==> config.mk <==
export PLATFORM = sky130hd
export DESIGN_NAME = fetch_stage_bp
export DESIGN_NICKNAME = d
export VERILOG_FILES = /design/src/rtl/fetch_stage_bp.sv
export SDC_FILE = /design/constraint.sdc
export NUM_CORES = 2
export LEC_CHECK = 0
export BUFFER_PORTS_ARGS = -buffer_cell sky130_fd_sc_hd__buf_2
export CORE_MARGIN = 8
export CORE_UTILIZATION = 45
export CTS_CLUSTER_DIAMETER = 200
export DETAILED_ROUTE_END_ITERATION = 12
export GPL_TIMING_DRIVEN = 0
export PLACE_DENSITY = 0.67
export SETUP_SLACK_MARGIN = 0.3
export SKIP_LAST_GASP = 1
export SLEW_MARGIN = 25
export SYNTH_ARGS = -nofsm -noshare
export SYNTH_HDL_FRONTEND = slang
export SYNTH_SLANG_ARGS = --single-unit
==> constraint.sdc <==
create_clock -name clock -period 6.1 [get_ports clock]
set_input_delay 1.22 -clock clock [delete_from_list [all_inputs] [get_ports clock]]
set_output_delay 1.22 -clock clock [all_outputs]
set_load 0.02 [all_outputs]
==> src/rtl/fetch_stage_bp.sv <==
`timescale 1ns/1ps
// Fetch stage with BTB and 2-bit direction predictor; owns the PC and drives the sync imem address.
// Address to instruction is 1 cycle, predicted-taken adds no bubble; stall holds the PC, and redirects override stall.
module fetch_stage_bp #(
   parameter int                ADDR_W    = 32,
   parameter int                INSTR_W   = 32,
   parameter int                BTB_DEPTH = 16,
   parameter logic [ADDR_W-1:0] RESET_PC  = '0,
   parameter logic [ADDR_W-1:0] PC_STEP   = ADDR_W'(1),
   parameter int                CNT_W     = 16
) (
   input  logic               clock,
   input  logic               reset,
   input  logic               stall,
   output logic [ADDR_W-1:0]  imem_addr,
   input  logic [INSTR_W-1:0] imem_q,
   output logic [INSTR_W-1:0] instruction,
   output logic [ADDR_W-1:0]  fetch_pc,
   output logic               fetch_valid,
   output logic               prediction,
   output logic [ADDR_W-1:0]  pred_target,
   input  logic               jr,
   input  logic [ADDR_W-1:0]  jr_addr,
   input  logic               res_valid,
   input  logic [ADDR_W-1:0]  res_pc,
   input  logic               res_taken,
   input  logic [ADDR_W-1:0]  res_target,
   input  logic               res_mispredict,
   input  logic [ADDR_W-1:0]  res_correct_pc,
   output logic               if_flush,
   output logic [CNT_W-1:0]   mispredict_count
);

   localparam int IDX_W = (BTB_DEPTH > 1) ? $clog2(BTB_DEPTH) : 1;
   localparam int TAG_W = ADDR_W - IDX_W;

   typedef struct packed {
      logic              vld;
      logic [TAG_W-1:0]  tag;
      logic [ADDR_W-1:0] target;
      logic [1:0]        cnt;
   } btb_entry_t;

   btb_entry_t        btb_mem [BTB_DEPTH];
   logic              started;
   logic [ADDR_W-1:0] pc_q;
   logic [CNT_W-1:0]  mp_cnt;
   logic [IDX_W-1:0]  lk_idx;
   logic [IDX_W-1:0]  up_idx;
   btb_entry_t        lk_ent;
   btb_entry_t        up_ent;
   logic              lk_hit;
   logic              up_hit;
   logic              mp_redirect;
   logic [ADDR_W-1:0] next_pc;

   // Lookup reads the array as it stood before this cycle's update edge.
   assign lk_idx      = pc_q[IDX_W-1:0];
   assign lk_ent      = btb_mem[lk_idx];
   assign lk_hit      = lk_ent.vld && (lk_ent.tag == pc_q[ADDR_W-1:IDX_W]);
   assign prediction  = lk_hit & lk_ent.cnt[1];
   assign pred_target = lk_hit ? lk_ent.target : '0;

   assign up_idx = res_pc[IDX_W-1:0];
   assign up_ent = btb_mem[up_idx];
   assign up_hit = up_ent.vld && (up_ent.tag == res_pc[ADDR_W-1:IDX_W]);

   assign mp_redirect = res_valid & res_mispredict;

   always_comb begin
      next_pc = pc_q + PC_STEP;
      if (!started)
         next_pc = RESET_PC;
      else if (mp_redirect)
         next_pc = res_correct_pc;
      else if (jr)
         next_pc = jr_addr;
      else if (stall)
         next_pc = pc_q;
      else if (prediction)
         next_pc = pred_target;
   end

   assign imem_addr        = next_pc;
   assign instruction      = imem_q;
   assign fetch_pc         = pc_q;
   assign if_flush         = started & (mp_redirect | jr);
   assign fetch_valid      = started & ~if_flush & ~stall;
   assign mispredict_count = mp_cnt;

   always_ff @(posedge clock or negedge reset) begin
      if (!reset) begin
         started <= 1'b0;
         pc_q    <= RESET_PC;
         mp_cnt  <= '0;
      end else begin
         started <= 1'b1;
         pc_q    <= next_pc;
         if (mp_redirect && (mp_cnt != '1))
            mp_cnt <= mp_cnt + CNT_W'(1);
      end
   end

   // Training is independent of whether the branch also caused a redirect.
   always_ff @(posedge clock or negedge reset) begin
      if (!reset) begin
         for (int i = 0; i < BTB_DEPTH; i++)
            btb_mem[i] <= '{vld: 1'b0, tag: '0, target: '0, cnt: 2'b01};
      end else if (res_valid) begin
         if (up_hit) begin
            if (res_taken) begin
               btb_mem[up_idx].cnt    <= (up_ent.cnt == 2'b11) ? 2'b11 : up_ent.cnt + 2'd1;
               btb_mem[up_idx].target <= res_target;
            end else begin
               btb_mem[up_idx].cnt    <= (up_ent.cnt == 2'b00) ? 2'b00 : up_ent.cnt - 2'd1;
            end
         end else if (res_taken) begin
            btb_mem[up_idx] <= '{vld: 1'b1, tag: res_pc[ADDR_W-1:IDX_W],
                                 target: res_target, cnt: 2'b10};
         end
      end
   end

endmodule
==> metrics.txt <==
final critical delay including setup and external delays=~6.5 ns; wire length per cell after detailed routing=about 35 um; Slew Viols, Final=0; Post-Syn Instances=just over 4000; yosys synthesis warning count=0; Post-Layout Inst Area=65700 um2; number of unique standard cell types used by synthesis=80; number of top-level pins=~310; kind of start point of the critical path=flip-flop; final setup fails=a little under 60; filler cell count=a little over 10000; number of antenna violations at the first check in global routing=19; GR met1 Demand/Resource=around two fifths; setup repair after global routing missed its margin=yes; leakage dissipation=28.8 nW; number of synthesized flops with an enable pin=0; DP Cell Count=between 5000 and 6000; proportion of layout cells with a drive suffix above 1=48.6%; worst relative slew slack=15.1%; post-cts hold buffer count=0; routability congestion estimate=~1.1; power share of the sequential group=between 40 and 50%; DRT antenna net count=0; max-cap viol count=0; achievable clock frequency=between 0.15 and 0.2 GHz; Worst Path Class, Setup=flip-flop to output pin; Die Footprint=about 130000 um2; most used cells in the layout excluding fill and tap cells=sky130_fd_sc_hd__dfrtp_1, sky130_fd_sc_hd__mux2_2, sky130_fd_sc_hd__nand2_1; synthesized area=around 55000 um2; Crit path largest cell delay=just under 0.6 ns; switching pwr=~6.5 mW; share of the synthesized area in the top cell type=a little under half; number of vias per cell=between 6 and 7; number of standard cells in the final layout excluding fillers=around 6300; number of global-route vias before repair=a little over 40000; deepest level of the CTS H-tree=3; horizontal die dimension=~360 um; Clk pwr share=approximately a third; wire length of the first global-routing pass=a little over 300 mm; source-to-sink clock delay at the later pin of the worst-skew pair=around 0.72 ns; final setup skew=between 0.02 and 0.025 ns; synthesized area per cell=13.6 um2; met3 global-route usage=a little over an eighth; TritonCTS clock tree=yes; WP buf/inv=7; sw frac=~30%; starting utilization of the core area=45.1%; Worst Max-Slew Pin Slew=roughly 1.3 ns; core utilization of the finished layout=a little over half; Data arrival, critical path=between 5 and 6 ns; largest area contributor in the synthesized netlist=sky130_fd_sc_hd__dfrtp_1; part of the total power dissipated in combinational logic=roughly a quarter; overall global routing resource usage=31.7%; syn nets=4191; final period utilization=106%; pin count of the biggest net entering global routing=between 100 and 150; DRC Markers=0; worst IR drop on VDD=approximately 0.24 mV; top_reg_cell synth=sky130_fd_sc_hd__dfrtp_1; count of input and output buffers=between 200 and 300; nature of the critical path endpoint=output pin; sequential element share of the synthesized area=between 40 and 50%; floorplan row count=roughly 130; ratio of total power to cell area=between 300 and 400 nW/um2; floorplan core area=around 120000 um2; clk slew on worst S/H paths=0.06 ns; global route hottest layer=met2; number of flip-flops and latches in the synthesized netlist=1057; Required @ worst endpoint=just under 5 ns; Max Buffers Root-to-Sink=3; synth-to-layout area growth=20.1%; Inserted Clock Buffers=114; worst-path cell chain=buf_12 > buf_12 > buf_16 > buf_16 > mux4_2 > mux2i_4 > xor2_1 > nand2_1 > a2111oi_4 > nand4_1 > nor4_4 > buf_6 > buf_8 > nor4_1 > a211oi_4 > o21ai_2 > buf_4; most common cell after layout, fill and taps aside=sky130_fd_sc_hd__dfrtp_1; outcome=finished, violations left; aggregate routed wire length=roughly 220 mm; combined area of the multi-input logic cells=~27000 um2; Critical Path Slowest Stage Cell=sky130_fd_sc_hd__mux4_2; violated checks=setup timing; grt total ovfl=0; post-route setup slack=-0.353 ns; internal power=15.0 mW; Final Hold Viols=0; length of the first detailed-routing pass in iterations=10; placed wire-length estimate=roughly 150 mm; via count=40700; cell area reported after detailed placement=58300 um2; top cell family by delay on the critical path=buffers and inverters; first-iteration detailed-routing DRC count=5278; number of clock sinks seen by CTS=about 1100; vertical die dimension=around 360 um; proportion of synthesized flip-flops having asynchronous set or reset=100%; Tightest Hold Check Type=input port to async pin; final net count=4688; CP max FO=10; total area of sequential cells=26500 um2; CTS root buf=sky130_fd_sc_hd__clkbuf_16; global-route track usage on met2=45.6%; Synth area leaders=sky130_fd_sc_hd__dfrtp_1, sky130_fd_sc_hd__mux2_2, sky130_fd_sc_hd__mux4_2
## synth_stat cells (34+ instances only)
master and n:
sky130_fd_sc_hd__mux4_2 372, sky130_fd_sc_hd__o21ai_0 50, sky130_fd_sc_hd__nand2_1 428, sky130_fd_sc_hd__mux2i_1 155, sky130_fd_sc_hd__clkbuf_1 208, sky130_fd_sc_hd__nor2_1 92, sky130_fd_sc_hd__mux2_2 871, sky130_fd_sc_hd__buf_1 50
sky130_fd_sc_hd__buf_2 57, sky130_fd_sc_hd__a22oi_1 40, sky130_fd_sc_hd__xnor2_1 40, sky130_fd_sc_hd__a21oi_1 64, sky130_fd_sc_hd__dfrtp_1 1041, sky130_fd_sc_hd__nand3_1 34, sky130_fd_sc_hd__buf_4 67, sky130_fd_sc_hd__and2_1 49
## path summary, 6_finish.rpt
path	startpoint	to	slack (ns)	cells after the start
worst max-delay path	fetch_pc[0]	imem_addr[25]	-0.35	17
worst min-delay path	reset	btb_mem[368]	0.29	1
worst max register to register	fetch_pc[0]	fetch_pc[9]	-0.02	37
worst min register to register	btb_mem[708]	btb_mem[708]	0.47	2
max in group asynchronous	reset	btb_mem[636]	3.08	6
min in group clock	btb_mem[708]	btb_mem[708]	0.47	2
## power groups by stage
| stage | Clock (mW) | Sequential (mW) | Combinational (mW) |
|---|---|---|---|
| final | 7.04 | 9.23 | 5.20 |
| after global routing | 7.34 | 9.37 | 5.39 |
| after CTS | 7.05 | 9.18 | 4.92 |
| after detailed placement | 0 | 9.29 | 4.61 |
| after global placement | 0 | 9.23 | 4.49 |
| after floorplan | 0 | 9.02 | 3.14 |
## routing by layer
layer | wire length [um] | vias up
met2 | 91400 | 2728
met4 | 14500 | 18
li1 | - | 15900
met1 | 80400 | 21400
met3 | 29500 | 702
met5 | 383 | -
## metrics by stage
step / setup WS, ns / TNS (ns) / hold WS (ns) / power, mW
3_3_place_gp: -19.68 / - / 0.454 / 13.7
3_5_place_dp: -1.94 / -349.24 / 0.461 / 13.9
2_1_floorplan: 0.981 / 0 / 0.442 / 12.2
5_1_grt: -0.320 / -9.30 / 0.268 / 22.1
6_report: -0.353 / -9.28 / 0.287 / 21.5
4_1_cts: -0.301 / -5.89 / 0.261 / 21.2
## worst reg2reg max path: cells and delay by family, from the launching register on
kind	cells	cell delay (ns)
compound gates	5	1.47
buf+inv	27	3.31
flops	1	0.37
mux	1	0.28
simple gates	4	0.58
## cells by family (layout without fill, tap and decap cells)
group | Yosys count | count (layout) | share of synthesized area (%)
fa+ha+maj | 4 | 4 | 0.0824
other cells | 1 | 16 | 0.00686
buf+inv | 430 | 1018 | 3.80
compound gates | 297 | 297 | 3.76
flops | 1057 | 1057 | 48.4
xor+xnor | 60 | 60 | 0.962
mux | 1406 | 1406 | 36.5
simple gates | 767 | 767 | 6.45
## flip-flops by register name, summed over array words and instances (netlist names)
signal / cells
mispredict_count: 16
fetch_pc: 32
btb_mem: 1008
started: 1
## final cells by class
cell class | instances | area share (%)
repair buffers | 381 | 4.88
clock inverters | 28 | 0.454
multi-input cells | 2535 | 41.7
plain buffers | 399 | 4.05
well taps | 1625 | 3.10
clock buffers | 179 | 5.25
flip-flops and latches | 1057 | 40.3
diodes | 15 | 0.0572
inverters | 31 | 0.179
## timing repair
action / CTS / global route
gates cloned: 5 / 2
setup endpoints to repair: 386 / 119
setup buffers: 63 / 51
resized for setup: 506 / 130
pin swaps: 34 / 53
Power figures use the tool's default switching activity.
